`src/rtl/riscv_ctrl_pkg.sv`:
```
// Shared encodings for the RV32I-subset control path: opcodes, ALU codes, mux selects and FSM states.
package riscv_ctrl_pkg;

    localparam int unsigned OPC_W  = 7;
    localparam int unsigned ALU_W  = 4;
    localparam int unsigned SEL_W  = 2;
    localparam int unsigned STATE_W = 3;

    localparam logic [OPC_W-1:0] OP_RTYPE  = 7'b0110011;
    localparam logic [OPC_W-1:0] OP_IALU   = 7'b0010011;
    localparam logic [OPC_W-1:0] OP_LOAD   = 7'b0000011;
    localparam logic [OPC_W-1:0] OP_STORE  = 7'b0100011;
    localparam logic [OPC_W-1:0] OP_BRANCH = 7'b1100011;

    localparam logic [ALU_W-1:0] ALU_AND  = 4'b0000;
    localparam logic [ALU_W-1:0] ALU_OR   = 4'b0001;
    localparam logic [ALU_W-1:0] ALU_ADD  = 4'b0010;
    localparam logic [ALU_W-1:0] ALU_SUB  = 4'b0110;
    localparam logic [ALU_W-1:0] ALU_SRL  = 4'b1000;
    localparam logic [ALU_W-1:0] ALU_NONE = 4'b1111;

    localparam logic [SEL_W-1:0] SRC_A_RS1    = 2'b00;
    localparam logic [SEL_W-1:0] SRC_A_PC     = 2'b01;
    localparam logic [SEL_W-1:0] SRC_A_OLD_PC = 2'b10;

    localparam logic [SEL_W-1:0] SRC_B_RS2  = 2'b00;
    localparam logic [SEL_W-1:0] SRC_B_IMM  = 2'b01;
    localparam logic [SEL_W-1:0] SRC_B_FOUR = 2'b10;

    localparam logic [SEL_W-1:0] WB_SEL_ALU = 2'b00;
    localparam logic [SEL_W-1:0] WB_SEL_MDR = 2'b01;

    typedef enum logic [STATE_W-1:0] {
        IDLE   = 3'd0,
        FETCH  = 3'd1,
        DECODE = 3'd2,
        EXEC   = 3'd3,
        MEM    = 3'd4,
        WB     = 3'd5,
        TRAP   = 3'd6
    } state_t;

endpackage

```
`src/rtl/multicycle_control_if.sv`:
```
// Control-unit <-> datapath bundle: instruction fields and status in, control strobes and status out.
interface multicycle_control_if #(
    parameter int unsigned CNT_W = 32
);
    logic [6:0]       opcode;
    logic [2:0]       funct3;
    logic [6:0]       funct7;
    logic             zero;
    logic             mem_ready;

    logic             pc_write;
    logic             ir_write;
    logic             iord;
    logic             branch;
    logic [1:0]       alu_src_a;
    logic [1:0]       alu_src_b;
    logic [1:0]       mem_to_reg;
    logic [3:0]       alu_control;
    logic             regwrite;
    logic             mem_read;
    logic             mem_write;
    logic             illegal_instr;
    logic             bus_error;
    logic [CNT_W-1:0] instret;
    logic [2:0]       state_o;

    modport master (
        input  opcode, funct3, funct7, zero, mem_ready,
        output pc_write, ir_write, iord, branch, alu_src_a, alu_src_b, mem_to_reg,
               alu_control, regwrite, mem_read, mem_write, illegal_instr, bus_error,
               instret, state_o
    );

    modport slave (
        output opcode, funct3, funct7, zero, mem_ready,
        input  pc_write, ir_write, iord, branch, alu_src_a, alu_src_b, mem_to_reg,
               alu_control, regwrite, mem_read, mem_write, illegal_instr, bus_error,
               instret, state_o
    );
endinterface

```
`src/rtl/riscv_alu_decoder.sv`:
```
// Instruction-field decoder: selects the ALU operation and flags whether the encoding is supported.
module riscv_alu_decoder
    import riscv_ctrl_pkg::*;
(
    input  logic [6:0] opcode,
    input  logic [2:0] funct3,
    input  logic [6:0] funct7,
    output logic [3:0] alu_control,
    output logic       legal
);
    always_comb begin
        alu_control = ALU_NONE;
        legal       = 1'b0;
        case (opcode)
            OP_RTYPE: begin
                case (funct3)
                    3'b000: begin
                        if (funct7 == 7'b0000000) begin
                            alu_control = ALU_ADD;
                            legal       = 1'b1;
                        end else if (funct7 == 7'b0100000) begin
                            alu_control = ALU_SUB;
                            legal       = 1'b1;
                        end
                    end
                    3'b110: begin alu_control = ALU_OR;  legal = 1'b1; end
                    3'b111: begin alu_control = ALU_AND; legal = 1'b1; end
                    3'b101: begin
                        if (funct7 == 7'b0000000) begin
                            alu_control = ALU_SRL;
                            legal       = 1'b1;
                        end
                    end
                    default: ;
                endcase
            end
            OP_IALU: begin
                case (funct3)
                    3'b000: begin alu_control = ALU_ADD; legal = 1'b1; end
                    3'b110: begin alu_control = ALU_OR;  legal = 1'b1; end
                    3'b111: begin alu_control = ALU_AND; legal = 1'b1; end
                    3'b101: begin
                        if (funct7 == 7'b0000000) begin
                            alu_control = ALU_SRL;
                            legal       = 1'b1;
                        end
                    end
                    default: ;
                endcase
            end
            OP_LOAD, OP_STORE: begin
                if (funct3 == 3'b000 || funct3 == 3'b001 || funct3 == 3'b010) begin
                    alu_control = ALU_ADD;
                    legal       = 1'b1;
                end
            end
            OP_BRANCH: begin
                if (funct3 == 3'b000) begin
                    alu_control = ALU_SUB;
                    legal       = 1'b1;
                end
            end
            default: ;
        endcase
    end
endmodule

```
`src/rtl/multicycle_control.sv`:
```
// Multi-cycle RV32I-subset main control: Moore FSM over a shared ALU and unified memory,
// with memory-ready handshake, optional access timeout, sticky error flags and retire counter.
module multicycle_control
    import riscv_ctrl_pkg::*;
#(
    parameter int unsigned TIMEOUT_CYCLES = 15,
    parameter int unsigned CNT_W          = 32
) (
    input  logic                 clk,
    input  logic                 rst_n,
    multicycle_control_if.master bus
);
    localparam int unsigned WAIT_W  = (TIMEOUT_CYCLES < 2) ? 1 : $clog2(TIMEOUT_CYCLES);
    localparam int unsigned TO_LAST = (TIMEOUT_CYCLES == 0) ? 0 : TIMEOUT_CYCLES - 1;

    state_t            state, state_nxt;
    logic [WAIT_W-1:0] wait_cnt, wait_nxt;
    logic [CNT_W-1:0]  instret;
    logic              illegal_q, bus_err_q;
    logic              set_illegal_c, set_bus_err_c, retire_c, timeout_c;
    logic [3:0]        dec_alu;
    logic              dec_legal;
    logic              is_load, is_store;

    riscv_alu_decoder u_dec (
        .opcode      (bus.opcode),
        .funct3      (bus.funct3),
        .funct7      (bus.funct7),
        .alu_control (dec_alu),
        .legal       (dec_legal)
    );

    assign is_load   = (bus.opcode == OP_LOAD);
    assign is_store  = (bus.opcode == OP_STORE);
    // Expires on the cycle whose miss would make the wait count reach TIMEOUT_CYCLES.
    assign timeout_c = (TIMEOUT_CYCLES != 0) && !bus.mem_ready && (wait_cnt == WAIT_W'(TO_LAST));

    always_ff @(posedge clk or negedge rst_n) begin
        if (!rst_n) begin
            state     <= IDLE;
            wait_cnt  <= '0;
            instret   <= '0;
            illegal_q <= 1'b0;
            bus_err_q <= 1'b0;
        end else begin
            state    <= state_nxt;
            wait_cnt <= wait_nxt;
            if (retire_c)      instret   <= instret + CNT_W'(1);
            if (set_illegal_c) illegal_q <= 1'b1;
            if (set_bus_err_c) bus_err_q <= 1'b1;
        end
    end

    always_comb begin
        state_nxt       = state;
        set_illegal_c   = 1'b0;
        set_bus_err_c   = 1'b0;
        bus.pc_write    = 1'b0;
        bus.ir_write    = 1'b0;
        bus.iord        = 1'b0;
        bus.branch      = 1'b0;
        bus.alu_src_a   = SRC_A_RS1;
        bus.alu_src_b   = SRC_B_RS2;
        bus.mem_to_reg  = WB_SEL_ALU;
        bus.alu_control = ALU_NONE;
        bus.regwrite    = 1'b0;
        bus.mem_read    = 1'b0;
        bus.mem_write   = 1'b0;
        case (state)
            IDLE: state_nxt = FETCH;
            FETCH: begin
                bus.mem_read    = 1'b1;
                bus.alu_src_a   = SRC_A_PC;
                bus.alu_src_b   = SRC_B_FOUR;
                bus.alu_control = ALU_ADD;
                if (bus.mem_ready) begin
                    bus.ir_write = 1'b1;
                    bus.pc_write = 1'b1;
                    state_nxt    = DECODE;
                end else if (timeout_c) begin
                    state_nxt     = TRAP;
                    set_bus_err_c = 1'b1;
                end
            end
            DECODE: begin
                bus.alu_src_a   = SRC_A_OLD_PC;
                bus.alu_src_b   = SRC_B_IMM;
                bus.alu_control = ALU_ADD;
                if (dec_legal) begin
                    state_nxt = EXEC;
                end else begin
                    state_nxt     = TRAP;
                    set_illegal_c = 1'b1;
                end
            end
            EXEC: begin
                bus.alu_control = dec_alu;
                case (bus.opcode)
                    OP_RTYPE: state_nxt = WB;
                    OP_IALU: begin
                        bus.alu_src_b = SRC_B_IMM;
                        state_nxt     = WB;
                    end
                    OP_LOAD, OP_STORE: begin
                        bus.alu_src_b = SRC_B_IMM;
                        state_nxt     = MEM;
                    end
                    OP_BRANCH: begin
                        bus.branch = 1'b1;
                        state_nxt  = FETCH;
                    end
                    default: begin
                        bus.alu_control = ALU_NONE;
                        state_nxt       = TRAP;
                        set_illegal_c   = 1'b1;
                    end
                endcase
            end
            MEM: begin
                bus.iord      = 1'b1;
                bus.mem_read  = is_load;
                bus.mem_write = is_store;
                if (bus.mem_ready) begin
                    state_nxt = is_store ? FETCH : WB;
                end else if (timeout_c) begin
                    state_nxt     = TRAP;
                    set_bus_err_c = 1'b1;
                end
            end
            WB: begin
                bus.regwrite   = 1'b1;
                bus.mem_to_reg = is_load ? WB_SEL_MDR : WB_SEL_ALU;
                state_nxt      = FETCH;
            end
            TRAP: ;
            default: state_nxt = IDLE;
        endcase

        retire_c = (state_nxt == FETCH) && (state == EXEC || state == MEM || state == WB);

        // Count only while an access is still outstanding; any exit or handshake restarts from zero.
        wait_nxt = '0;
        if ((state == FETCH || state == MEM) && state_nxt == state && !bus.mem_ready)
            wait_nxt = wait_cnt + WAIT_W'(1);
    end

    assign bus.instret       = instret;
    assign bus.illegal_instr = illegal_q;
    assign bus.bus_error     = bus_err_q;
    assign bus.state_o       = 3'(state);

endmodule

```
`src/flat_wrapper.sv`:
```
// flat-port wrapper written by rule: the top's interface ports become plain ports
module multicycle_control_flat import riscv_ctrl_pkg::*;
#(
    parameter int unsigned TIMEOUT_CYCLES = 15,
    parameter int unsigned CNT_W          = 32
)
  (clk, rst_n, bus_opcode, bus_funct3, bus_funct7, bus_zero, bus_mem_ready, bus_pc_write, bus_ir_write, bus_iord, bus_branch, bus_alu_src_a, bus_alu_src_b, bus_mem_to_reg, bus_alu_control, bus_regwrite, bus_mem_read, bus_mem_write, bus_illegal_instr, bus_bus_error, bus_instret, bus_state_o);
  multicycle_control_if #(.CNT_W(CNT_W)) bus_i ();
  input  logic clk;
  input  logic rst_n;
  input wire logic [$bits(bus_i.opcode)-1:0] bus_opcode;
  input wire logic [$bits(bus_i.funct3)-1:0] bus_funct3;
  input wire logic [$bits(bus_i.funct7)-1:0] bus_funct7;
  input wire logic [$bits(bus_i.zero)-1:0] bus_zero;
  input wire logic [$bits(bus_i.mem_ready)-1:0] bus_mem_ready;
  output wire logic [$bits(bus_i.pc_write)-1:0] bus_pc_write;
  output wire logic [$bits(bus_i.ir_write)-1:0] bus_ir_write;
  output wire logic [$bits(bus_i.iord)-1:0] bus_iord;
  output wire logic [$bits(bus_i.branch)-1:0] bus_branch;
  output wire logic [$bits(bus_i.alu_src_a)-1:0] bus_alu_src_a;
  output wire logic [$bits(bus_i.alu_src_b)-1:0] bus_alu_src_b;
  output wire logic [$bits(bus_i.mem_to_reg)-1:0] bus_mem_to_reg;
  output wire logic [$bits(bus_i.alu_control)-1:0] bus_alu_control;
  output wire logic [$bits(bus_i.regwrite)-1:0] bus_regwrite;
  output wire logic [$bits(bus_i.mem_read)-1:0] bus_mem_read;
  output wire logic [$bits(bus_i.mem_write)-1:0] bus_mem_write;
  output wire logic [$bits(bus_i.illegal_instr)-1:0] bus_illegal_instr;
  output wire logic [$bits(bus_i.bus_error)-1:0] bus_bus_error;
  output wire logic [$bits(bus_i.instret)-1:0] bus_instret;
  output wire logic [$bits(bus_i.state_o)-1:0] bus_state_o;
  assign bus_i.opcode = bus_opcode;
  assign bus_i.funct3 = bus_funct3;
  assign bus_i.funct7 = bus_funct7;
  assign bus_i.zero = bus_zero;
  assign bus_i.mem_ready = bus_mem_ready;
  assign bus_pc_write = bus_i.pc_write;
  assign bus_ir_write = bus_i.ir_write;
  assign bus_iord = bus_i.iord;
  assign bus_branch = bus_i.branch;
  assign bus_alu_src_a = bus_i.alu_src_a;
  assign bus_alu_src_b = bus_i.alu_src_b;
  assign bus_mem_to_reg = bus_i.mem_to_reg;
  assign bus_alu_control = bus_i.alu_control;
  assign bus_regwrite = bus_i.regwrite;
  assign bus_mem_read = bus_i.mem_read;
  assign bus_mem_write = bus_i.mem_write;
  assign bus_illegal_instr = bus_i.illegal_instr;
  assign bus_bus_error = bus_i.bus_error;
  assign bus_instret = bus_i.instret;
  assign bus_state_o = bus_i.state_o;
  multicycle_control #(.TIMEOUT_CYCLES(TIMEOUT_CYCLES), .CNT_W(CNT_W)) u_core (.clk(clk), .rst_n(rst_n), .bus(bus_i));
endmodule
```
`config.mk`:
```
export PLATFORM = sky130hd
export DESIGN_NAME = multicycle_control_flat
export DESIGN_NICKNAME = d
export VERILOG_FILES = /design/src/rtl/riscv_ctrl_pkg.sv /design/src/rtl/multicycle_control_if.sv /design/src/rtl/riscv_alu_decoder.sv /design/src/rtl/multicycle_control.sv /design/src/flat_wrapper.sv
export SDC_FILE = /design/constraint.sdc
export NUM_CORES = 1
export LEC_CHECK = 0
export CAP_MARGIN = 25
export CORE_MARGIN = 10
export CORE_UTILIZATION = 43
export DETAILED_ROUTE_END_ITERATION = 6
export GPL_TIMING_DRIVEN = 0
export MAX_ROUTING_LAYER = met4
export PLACE_DENSITY = 0.77
export SETUP_SLACK_MARGIN = 0.1
export SLEW_MARGIN = 20
export SYNTH_ARGS = -nofsm -noshare
export SYNTH_HDL_FRONTEND = slang
export SYNTH_SLANG_ARGS = --single-unit
```
`constraint.sdc`:
```
create_clock -name clk -period 3.2 [get_ports clk]
set_input_delay 0.96 -clock clk [delete_from_list [all_inputs] [get_ports clk]]
set_output_delay 0.96 -clock clk [all_outputs]
set_load 0.005 [all_outputs]
```
## Yosys cells after proc, flatten, opt, wreduce, memory -nomap -nowiden

Index checks and enable logic that the tools add are counted.

- Bits in registers: 41
- Word-level logic and storage cells: 94
- Output and inout bits: 54
- Input port bits: 21

- Equality and inequality tests: 20
- Reductions and logical operators: 22
- Mux-type cells: 45
- $add $sub $neg: 2

Operator list:

| operator | count |
|---|---|
| adder 32 x 1 -> 32 bit (second input constant) | 1 |
| one-hot mux 4 bit (4 select lines) | 2 |
| two-way mux 4 bit | 6 |
| equality test 7 x 6 -> 1 bit (second input constant) | 3 |
| two-way mux 1 bit | 19 |
| equality test 3 bit (second input constant) | 6 |
| two-way mux 3 bit | 6 |
| one-hot mux 3 bit (6 select lines) | 1 |
| one-hot mux 4 bit (3 select lines) | 1 |
| OR reduction 2 bit | 6 |
| equality test 3 x 1 -> 1 bit (second input constant) | 3 |
| equality test 3 x 2 -> 1 bit (second input constant) | 3 |
| one-hot mux 3 bit (3 select lines) | 1 |
| one-hot mux 4 bit (2 select lines) | 1 |
| equality test 7 x 2 -> 1 bit (second input constant) | 1 |
| equality test 7 x 5 -> 1 bit (second input constant) | 1 |
| equality test 7 bit (second input constant) | 1 |
| zero test 7 bit | 1 |
| zero test 3 bit | 2 |
| one-hot mux 1 bit (2 select lines) | 3 |
| one-hot mux 2 bit (3 select lines) | 1 |
| OR reduction 3 bit | 2 |
| logical OR 1 bit | 5 |
| OR reduction 5 bit | 1 |
| other kinds (9) | 12 |

## Logic depth before layout (Yosys ltp)

- Depth in word-level cells: 11
- Gate-level depth with buffers: 8
- Gate-level depth less buffers: 7

## Modules after synthesis

A second synthesis with hierarchy kept.

- Cells, all modules: 254
- Area, all modules: 2444.8 um^2

By module, submodules not included:

| module | cells each | area each (um^2) | instances |
|---|---|---|---|
| multicycle_control | 224 | 2237.1 | 1 |
| riscv_alu_decoder | 30 | 207.7 | 1 |

## Least setup slack after synthesis

No wires, ideal clock.

- Path kind: input port to output port
- Start: in bus_funct7[1]
- End: out bus_alu_control[1]
- Setup slack: -58 ps
- Arrival time: 2298 ps
- Stages: 4
- Cells stage by stage: or4_1 > nor4b_2 > o21ai_0 > or3_1

- Longest elaborated chain between the ends: 6
- Elaborated cells between the ends (all ways): 8
- Those cells by class: mux (7); reduce/logical (1)

RTL lines:

| what | RTL line | RTL |
|---|---|---|
| start: declaration | flat_wrapper.sv:13 | `input wire logic [$bits(bus_i.funct7)-1:0] bus_funct7;` |
| zero test 7 bit (*) | riscv_alu_decoder.sv:18, riscv_alu_decoder.sv:29, riscv_alu_decoder.sv:43 |  |
| two-way mux 3 bit or two-way mux 4 bit (tied branches) | riscv_alu_decoder.sv:29, riscv_alu_decoder.sv:43, riscv_alu_decoder.sv:18 |  |
| one-hot mux 4 bit (4 select lines) (on tied branches) | riscv_alu_decoder.sv:16, riscv_alu_decoder.sv:38 |  |
| one-hot mux 4 bit (3 select lines) (*) | riscv_alu_decoder.sv:14 | `case (opcode)` |
| two-way mux 4 bit (*) | multicycle_control.sv:98 | `case (bus.opcode)` |
| one-hot mux 4 bit (2 select lines) (*) | multicycle_control.sv:69 | `case (state)` |
| end: declaration | flat_wrapper.sv:23 | `output wire logic [$bits(bus_i.alu_control)-1:0] bus_alu_control;` |

Every way passes the cells marked *; elsewhere a longest branch is shown, timed or not.

## Worst setup path after layout

- Start: in bus_funct7[2]
- End: out bus_alu_control[1]

Same word-level chain as after synthesis.

==> results.sh <==
export IMPL_status="complete, but fails checks"
export IMPL_violations="setup timing"
export IMPL_stdcell_area_sq_um=3600
export IMPL_cp_data_arrival_time_ps=2470
export IMPL_power_frac_clock_pct=22.5
export IMPL_drt_iter0_drc=160
export IMPL_rsz0062_at_grt="yes"
export IMPL_cts_root_buf="clkbuf_8"
export IMPL_startpoint="bus_funct7[2]"
export IMPL_via_count=2410
export IMPL_layout_setup_ws_ps=-233
export IMPL_synth_area_sq_um=2510
export IMPL_timing_final_max_slew_violations=0
export IMPL_final_setup_viol_count=5
export IMPL_place_ws_ps=-920
export IMPL_design_portCount=75
export IMPL_drive_above_1_share_pct=22.5
export IMPL_min_period_ps=3430
export IMPL_r2r_setup_slack_ps=1070
export IMPL_p_int_mw=1.22
export IMPL_insertion_delay_ps=290
export IMPL_cp_endpoint="bus_alu_control[1]"
export IMPL_crit_required_ps=2240
export IMPL_rows=27
export IMPL_seq_power_share_pct=33.0
export IMPL_synth_edf_count=0
export IMPL_wl_mm=7.12
export IMPL_crit_path_max_incr_delay_ps=560
export IMPL_routed_via_density=5.64
export IMPL_slew_headroom_pct=54.7
export IMPL_path_clk_slew_ps=80
export IMPL_grt_pass1_vias=2411
export IMPL_hp_class="reg -> reg"
export IMPL_synth_nets=288
export IMPL_die_area_sq_um=9300
export IMPL_yosysSeqAreaShare_pct=40.9
export IMPL_cts_tree="done"
export IMPL_netlist_instances=264
export IMPL_htree_levels=2
export IMPL_reg2reg_depth=7
export IMPL_cts_buffers=5
export IMPL_drc=0
export IMPL_crit_chain="buf_6 > or4_4 > nor4b_4 > o21ai_2 > or3_1 > buf_2"
export IMPL_clockBufferDepth=2
export IMPL_start_util_pct=45.1
export IMPL_grt_usage_pct=15.9
export IMPL_ys_warn_count=0
export IMPL_ys_seq_elements=41
export IMPL_regToRegEndpoint="u_core.bus.instret[1]"
export IMPL_antenna_found_initial=0
export IMPL_ys_top_cells_by_area="dfrtp_1 (41%), xnor2_1 (11%), nand4_1 (4.5%)"
export IMPL_grt_pass1_wl_mm=11.7
export IMPL_routabilityCongestion=0.817
export IMPL_slowest_stage="or4_4"
export IMPL_p_comb_share_pct=44.5
export IMPL_post_route_util_pct=64.6
export IMPL_synth_cell_types=57
export IMPL_r2r_start="u_core.wait_cnt[0]"
export IMPL_clock_sinks=41
export IMPL_fp_dieW_um=96.4
export IMPL_detail_route_antenna_nets=0
export IMPL_start_kind="primary input"
export IMPL_port_buffers=71
export IMPL_maxCapViolations=0
export IMPL_diodes=0
export IMPL_fmax_ghz=0.291
export IMPL_yosys_most_used_dff="dfrtp_1"
export IMPL_avgSynthCellArea_sq_um=9.51
export IMPL_overflow=0
export IMPL_syn2layout_area_growth_pct=43.4
export IMPL_power_leakage_nw=1.50
export IMPL_period_share_pct=107
export IMPL_post_dp_cell_area_sq_um=3360
export IMPL_dr_pass1_iters=4
export IMPL_swShare_pct=37.2
export IMPL_crit_fanout=3
export IMPL_setup_worst_path_end_class="primary output"
export IMPL_path_class="in -> out"
export IMPL_grt_max_degree=24
export IMPL_worstMarginPinSlew_ps=671
export IMPL_p_per_area_nw_per_um2=541
export IMPL_peakVddDrop_v=0.000491
export IMPL_synth_top_area_cell="dfrtp_1"
export IMPL_async_flop_share_pct=100
export IMPL_cts_hold_buf=0
export IMPL_hold_viol_final=0
export IMPL_fin_skew_ps=11.4
export IMPL_p_sw_mw=0.726
export IMPL_dp_hpwl_mm=5.29
export IMPL_fill_cells=474
export IMPL_drt_wirelength_per_cell_um=16.7
export IMPL_fin_total_pwr_mw=1.95
export IMPL_core_area_sq_um=5570
export IMPL_final_nets=378
export IMPL_holdWs_ps=469
export IMPL_die_h_um=96.4
export IMPL_synth_top_area_share_pct=40.9
[state kept, by name, summed over array words and instances (netlist names)]
| signal | count |
|---|---|
| u_core.bus.bus_error | 1 |
| u_core.bus.illegal_instr | 1 |
| u_core.bus.instret | 32 |
| u_core.bus.state_o | 3 |
| u_core.wait_cnt | 4 |
[worst min path at each step]
stage	startpoint	to	cells past startpoint	slack, ps
6_report	u_core.bus.bus_error	u_core.bus.bus_error	1	470
4_1_cts	u_core.bus.bus_error	u_core.bus.bus_error	1	480
3_5_place_dp	u_core.bus.bus_error	u_core.bus.bus_error	1	450
3_3_place_gp	u_core.bus.bus_error	u_core.bus.bus_error	1	450
2_1_floorplan	u_core.bus.bus_error	u_core.bus.bus_error	1	450
5_1_grt	u_core.bus.instret[31]	u_core.bus.instret[31]	1	510
[synthesized netlist by cell type, types with 2 or more instances]
| master | count |
|---|---|
| nor4_1 | 2 |
| and2_1 | 3 |
| o21a_1 | 2 |
| nand4b_1 | 4 |
| mux2_2 | 2 |
| and3_1 | 14 |
| and4_1 | 6 |
| ha_1 | 3 |
| a31oi_1 | 3 |
| or2_2 | 2 |
| inv_1 | 6 |
| o211ai_1 | 2 |
| nand2_1 | 20 |
| nand3_1 | 13 |
| or4_1 | 2 |
| nand2b_1 | 3 |
| o21ai_0 | 10 |
| buf_4 | 5 |
| dfrtp_1 | 41 |
| buf_2 | 3 |
| a21oi_1 | 9 |
| clkbuf_1 | 2 |
| nor3_1 | 5 |
| or3_1 | 2 |
| buf_6 | 2 |
| and4_2 | 2 |
| nand4_1 | 18 |
| xnor2_1 | 32 |
| nor2_1 | 18 |
[placed cells by master, fill, tap and decap left out, drive strengths merged, types with 3 or more instances in the layout]
master	count
clkdlybuf4s50	45
buf	40
and4	8
a31oi	3
nand3	13
and2	3
xnor2	32
dfrtp	41
and3	15
nand4b	4
nor2	18
inv	6
ha	3
nor3	5
clkbuf	10
dlygate4sd2	5
a21oi	9
nand2b	4
o21ai	10
nand4	18
nand2	21
[repair_timing]
action,in CTS,in global routing
buffers inserted,10,2
pin swaps,20,6
resized for setup,92,15
endpoints found under the setup margin,11,7
[area by class of cell]
class                           instances  area, sq um  share of cell area (%)
Buffer                                 14          103                    2.85
Clock buffer                            6         82.6                    2.29
Clock inverter                          2         37.5                    1.04
Inverter                                6         22.5                   0.625
Multi-Input combinational cell        203         1480                    41.1
Sequential cell                        41         1030                    28.5
Tap cell                               72         90.1                    2.50
Timing Repair Buffer                   83          761                    21.1
[metal layers]
layer	vias up	part of all wire (%)	global-route usage, %
met1	1173	45	21.2
met2	93	47	24.5
met3	4	7.6	3.16
met5	-	0	-
met4	0	0.38	3.87
li1	1140	-	-
[critical path: cells and delay by family]
| kind | cells | cell delay [ps] |
|---|---|---|
| simple gates | 3 | 1190 |
| buf+inv | 2 | 230 |
| compound gates | 1 | 90 |
[power groups by stage]
stage / sequential, mW / combinational, mW / clock (mW)
after floorplan: 0.641 / 0.459 / 0
final: 0.643 / 0.867 / 0.439
after global placement: 0.648 / 0.871 / 0
after detailed placement: 0.650 / 0.882 / 0
after CTS: 0.642 / 0.861 / 0.443
after global routing: 0.651 / 0.952 / 0.470
[kinds of logic after synthesis]
group                    count (synthesis)  synth area share, %
other                                    1                0.149
AO/OA/AOI/OAI                           40                 11.2
flip-flops                              41                 40.9
adder cells (fa/ha/maj)                  3                 1.49
buffers and inverters                   20                 4.93
AND/OR/NAND/NOR                        124                 29.0
multiplexers                             2                0.897
XOR/XNOR                                33                 11.5
[per-stage QoR]
| step | TNS [ps] | std cells |
|---|---|---|
| 3_3_place_gp | -6410 | 407 |
| 5_1_grt | -1050 | 427 |
| 2_1_floorplan | 0 | 264 |
| 6_report | -743 | 427 |
| 4_1_cts | -663 | 425 |
| 3_5_place_dp | -6380 | 408 |
Power figures use the tool's default switching activity.
